--- src/rtl/pipelined_adder_pkg.sv ---
// Shared op encoding and slice-width helper for the pipelined adder.
package pipelined_adder_pkg;

  localparam logic OP_ADD = 1'b0;
  localparam logic OP_SUB = 1'b1;

  // Guarded so a bad STAGES value reaches the elaboration check instead of a divide-by-zero.
  function automatic int slice_width(input int size, input int stages);
    return (stages > 0) ? size / stages : size;
  endfunction

endpackage

--- src/rtl/adder_slice.sv ---
// W-bit combinational slice adder with carry in/out.
// Latency: 0 cycles (purely combinational).
// Backpressure: none; the enclosing pipeline gates its registers.
module adder_slice #(
  parameter int W = 8
) (
  input  logic [W-1:0] a,
  input  logic [W-1:0] b,
  input  logic         ci,
  output logic [W-1:0] sum,
  output logic         co
);

  assign {co, sum} = {1'b0, a} + {1'b0, b} + {{W{1'b0}}, ci};

endmodule

--- src/rtl/pipelined_adder.sv ---
// SIZE-bit add/subtract, carry rippled across STAGES registered slices.
// Latency: STAGES cycles from accept to out_valid, 1 beat/cycle.
// Backpressure: whole pipeline freezes when out_valid && !out_ready; in_ready drops with it.
module pipelined_adder
  import pipelined_adder_pkg::*;
#(
  parameter int SIZE   = 32,
  parameter int STAGES = 4
) (
  input  logic            clk,
  input  logic            rst_n,
  input  logic            in_valid,
  output logic            in_ready,
  input  logic [SIZE-1:0] A,
  input  logic [SIZE-1:0] B,
  input  logic            cin,
  input  logic            op_sub,
  output logic            out_valid,
  input  logic            out_ready,
  output logic [SIZE-1:0] SUM,
  output logic            cout,
  output logic            ovf
);

  localparam int SLICE = slice_width(SIZE, STAGES);

  if ((STAGES < 1) || (SIZE % STAGES != 0)) begin : g_bad_param
    $error("pipelined_adder: SIZE must be a multiple of STAGES and STAGES >= 1");
  end

  // Operands shift down by one slice per stage, so the slice being added is always
  // at bit 0; sums shift in from the top so slice 0 lands at bit 0 after the last stage.
  logic [SIZE-1:0]  a_cur   [STAGES];
  logic [SIZE-1:0]  b_cur   [STAGES];
  logic [SIZE-1:0]  res_cur [STAGES];
  logic             c_cur   [STAGES];
  logic             v_cur   [STAGES];
  logic [SLICE-1:0] s_sum   [STAGES];
  logic             s_co    [STAGES];

  logic [SIZE-1:0]  a_q     [STAGES];
  logic [SIZE-1:0]  b_q     [STAGES];
  logic [SIZE-1:0]  res_q   [STAGES];
  logic             cy_q    [STAGES];
  logic             vld_q   [STAGES];
  logic             ovf_q;
  logic             adv;

  assign adv       = !vld_q[STAGES-1] || out_ready;
  assign in_ready  = adv;
  assign out_valid = vld_q[STAGES-1];
  assign SUM       = res_q[STAGES-1];
  assign cout      = cy_q[STAGES-1];
  assign ovf       = ovf_q;

  always_comb begin
    a_cur[0]   = A;
    b_cur[0]   = (op_sub == OP_SUB) ? ~B : B;
    c_cur[0]   = (op_sub == OP_ADD) ? cin : ~cin;
    v_cur[0]   = in_valid;
    res_cur[0] = '0;
    for (int s = 1; s < STAGES; s++) begin
      a_cur[s]   = a_q[s-1];
      b_cur[s]   = b_q[s-1];
      c_cur[s]   = cy_q[s-1];
      v_cur[s]   = vld_q[s-1];
      res_cur[s] = res_q[s-1];
    end
  end

  for (genvar s = 0; s < STAGES; s++) begin : g_stage
    adder_slice #(.W(SLICE)) u_slice (
      .a   (a_cur[s][SLICE-1:0]),
      .b   (b_cur[s][SLICE-1:0]),
      .ci  (c_cur[s]),
      .sum (s_sum[s]),
      .co  (s_co[s])
    );
  end

  always_ff @(posedge clk or negedge rst_n) begin
    if (!rst_n) begin
      for (int s = 0; s < STAGES; s++) begin
        a_q[s]   <= '0;
        b_q[s]   <= '0;
        res_q[s] <= '0;
        cy_q[s]  <= 1'b0;
        vld_q[s] <= 1'b0;
      end
      ovf_q <= 1'b0;
    end else if (adv) begin
      for (int s = 0; s < STAGES; s++) begin
        a_q[s]   <= a_cur[s] >> SLICE;
        b_q[s]   <= b_cur[s] >> SLICE;
        res_q[s] <= (res_cur[s] >> SLICE) | (SIZE'(s_sum[s]) << (SIZE - SLICE));
        cy_q[s]  <= s_co[s];
        vld_q[s] <= v_cur[s];
      end
      // The top slice is only present in the last stage, so overflow is resolved there.
      ovf_q <= (a_cur[STAGES-1][SLICE-1] == b_cur[STAGES-1][SLICE-1]) &&
               (s_sum[STAGES-1][SLICE-1] != a_cur[STAGES-1][SLICE-1]);
    end
  end

endmodule

--- config.mk ---
export PLATFORM = sky130hd
export DESIGN_NAME = pipelined_adder
export DESIGN_NICKNAME = d
export VERILOG_FILES = /design/src/rtl/pipelined_adder_pkg.sv /design/src/rtl/adder_slice.sv /design/src/rtl/pipelined_adder.sv
export SDC_FILE = /design/constraint.sdc
export NUM_CORES = 1
export LEC_CHECK = 0
export ABC_CLOCK_PERIOD_IN_PS = 2870
export BUFFER_PORTS_ARGS = -buffer_cell sky130_fd_sc_hd__buf_2
export CORE_ASPECT_RATIO = 0.9
export CORE_MARGIN = 5
export CORE_UTILIZATION = 40
export CTS_BUF_LIST = sky130_fd_sc_hd__clkbuf_16
export CTS_CLUSTER_DIAMETER = 60
export DETAILED_ROUTE_END_ITERATION = 6
export SKIP_LAST_GASP = 1
export SYNTH_ARGS = -nofsm -noshare
export SYNTH_HDL_FRONTEND = slang
export SYNTH_SLANG_ARGS = --single-unit
--- constraint.sdc ---
create_clock -name clk -period 2.87 [get_ports clk]
set_clock_uncertainty 0.15 [all_clocks]
set_input_delay 0.1435 -clock clk [delete_from_list [all_inputs] [get_ports clk]]
set_output_delay 0.1435 -clock clk [all_outputs]
set_load 0.05 [all_outputs]
==> metrics.yaml <==
status: "finished, final reports clean"
fin_area_um2: 10300
regToRegStartpoint: "a_cur[0]$_DFFE_PN0P_"
synth_top_area_frac: 0.549
syn_area_um2: 8430
place_worst_setup_slack_ns: 0.453
synth_seq_area_share: 0.549
synthTopCellsByArea: "dfrtp_1 55%, nand2_1 20%, ha_1 4.2%"
cts_max_level: 4
yosys_most_used_dff: "dfrtp_1"
wl_met2_um: 7610
netlist-cell-type-count: 37
slew_viol_final: 0
vias: 6181
maxCapViolations: 0
grt_pass1_wl_um: 30700
cp_cell_sequence: "fa_1, fa_1, a21oi_1, o211ai_1, a21oi_2, xnor2_1, o21ai_1"
postPlaceCellArea_um2: 9220
crit_family: "adder cells"
crit_path_top_delay_cell: "fa_1"
cts_tree: "built"
crit_buf_inv: 0
worst_skew_pair.late_latency_ns: 0.43
synth-seq-cells: 185
cts_max_path_buffers: 2
ir_worst_vdd_v: 0.000581
drc: 0
final_core_util: 0.497
final-hold-violation-count: 0
end_kind: "flop"
fp.coreArea_um2: 20800
fin_crit_sh: 0.831
final_nets: 1168
tns_ns: 0
async_reset_ff_frac: 1.00
mostFrequentLayoutCells: "440 x nand2_1, 185 x dfrtp_1, 104 x buf_2"
dr.max_layer_used: "met4"
cts.clk_slew.worst_paths_ns: 0.08
slew_headroom: 0.377
worstPathMaxFanout: 3
synth_edf_count: 0
floorplan.initialDensity: 0.406
dieArea_um2: 24100
min_from: "A[1]"
grt_pass1_vias: 6126
setup.worst_path.class: "reg -> reg"
antenna_found_initial: 0
setup_violations: 0
mostFrequentLayoutCell: "nand2_1"
cts-root-buf: "clkbuf_16"
crit_path_max_incr_delay_ns: 0.50
io_pins: 106
power.leakage_nw: 5.20
met3_length_um: 604
crit_arrival_ns: 2.53
gp_congestion: 0.851
worstPathRequired_ns: 3.01
drive_gt1_frac: 0.153
cp_common_cell: "fa_1"
viasPerCell: 4.54
fmax_mhz: 419
cts_buffers: 17
crit_start: "a_cur[0]$_DFFE_PN0P_"
grt_usage: 0.157
grt_max_degree: 221
port_buffers: 105
finalWorstSetupSlack_ns: 0.484
rsz0062_at_grt: "false"
synth_fp_nets: 1025
clkSinkCount: 185
worstHoldPathType: "in -> reg"
rows: 50
drt-met1-wl_um: 9420
fin_crit_ns: 2.39
p_per_area_nw_per_um2: 1130
grt_overflow: 0
wirelength_um: 17800
cts_setup_buffers: 0
diodes: 0
synth_top_cell_by_area: "dfrtp_1"
p_total_mw: 11.6
dieWidth_um: 163
fp.dieH_um: 148
start_kind: "flop"
yosys_warnings: 0
syn_inst: 919
dpl.hpwl_um: 12100
areaGrowthSynthToFinish_pct: 22.5
syn_area_per_cell_um2: 9.17
wl_per_cell_um: 13.1
tightest_slew_ns: 0.935
drt_iter0_drc: 409
drtPass1Iterations: 4
ant_nets: 0
## cells in the mapped netlist (4+ instances only)
| library cell | instances |
|---|---|
| nand2_1 | 440 |
| dfrtp_1 | 185 |
| o21ai_0 | 47 |
| xnor2_1 | 30 |
| ha_1 | 28 |
| buf_2 | 22 |
| xor2_1 | 22 |
| a21oi_1 | 19 |
| nor2_1 | 18 |
| buf_4 | 15 |
| inv_1 | 13 |
| o21ai_1 | 11 |
| nor3_1 | 10 |
| fa_1 | 8 |
| clkbuf_1 | 7 |
| a211oi_1 | 5 |
| a21o_1 | 5 |
| a31oi_1 | 5 |
| a211oi_2 | 4 |
## power by group
group | total, mW | leakage (nW) | internal (mW) | switching [mW]
Clock | 2.34 | 0.293 | 1.18 | 1.16
Combinational | 4.85 | 2.67 | 1.71 | 3.14
Sequential | 4.44 | 2.24 | 3.77 | 0.665
## tightest hold or removal path, cell delays in order
cell,delay (ns)
buf_2,0.11
inv_1,0.08
fa_1,0.18
a21oi_1,0.06
## sequential cells by signal, indices dropped and copies added, names as in the netlist
name       flops
b_cur         48
out_valid      1
ovf            1
SUM           32
cout           1
v_cur          3
c_cur          3
a_cur         48
res_cur       48
## layer usage
layer,up-vias,track usage
li1,3217,-
met1,2870,0.238
met2,78,0.227
met3,16,0.0329
met4,0,0.0465
met5,-,0
## path summary, 6_finish.rpt
check                                           to  slack, ns  depth (start not counted)
setup / recovery               SUM[30]$_DFFE_PN0P_       0.48                          7
hold / removal             res_cur[89]$_DFFE_PN0P_       0.01                          4
setup reg to reg               SUM[30]$_DFFE_PN0P_       0.48                          7
hold reg to reg               v_cur[0]$_DFFE_PN0P_       0.31                          2
max in group asynchronous    a_cur[65]$_DFFE_PN0P_       1.63                          3
min in group asynchronous    a_cur[79]$_DFFE_PN0P_       0.14                          2
## area by class of cell
cell class | instances | area (µm²)
clock buffer | 17 | 425
clock inverter | 15 | 171
fill | 2033 | 10400
inverter | 14 | 55.1
multi-input combinational | 676 | 3500
sequential | 185 | 4630
tap | 286 | 358
timing repair buffer | 168 | 1180
## through the flow
| stage | instances | hold slack, ns |
|---|---|---|
| after floorplan | 919 | -0.302 |
| final | 1361 | 0.0109 |
| after global routing | 1361 | 0.0235 |
| after CTS | 1361 | 0.000938 |
| after detailed placement | 1278 | 0.0699 |
| after global placement | 1278 | 0.0705 |
## cell families after synthesis
logic type / Yosys count / synth area share
simple gates: 476 / 0.218
flops: 185 / 0.549
compound gates: 112 / 0.0821
buf+inv: 58 / 0.0358
xor+xnor: 52 / 0.0540
fa+ha+maj: 36 / 0.0606
## what timing repair did
item,4_1_cts,5_1_grt
gates resized for setup,0,0
setup endpoints to repair,0,0
hold endpoints to repair,120,0
hold buffers,51,0
(Power assumes the default switching activity.)
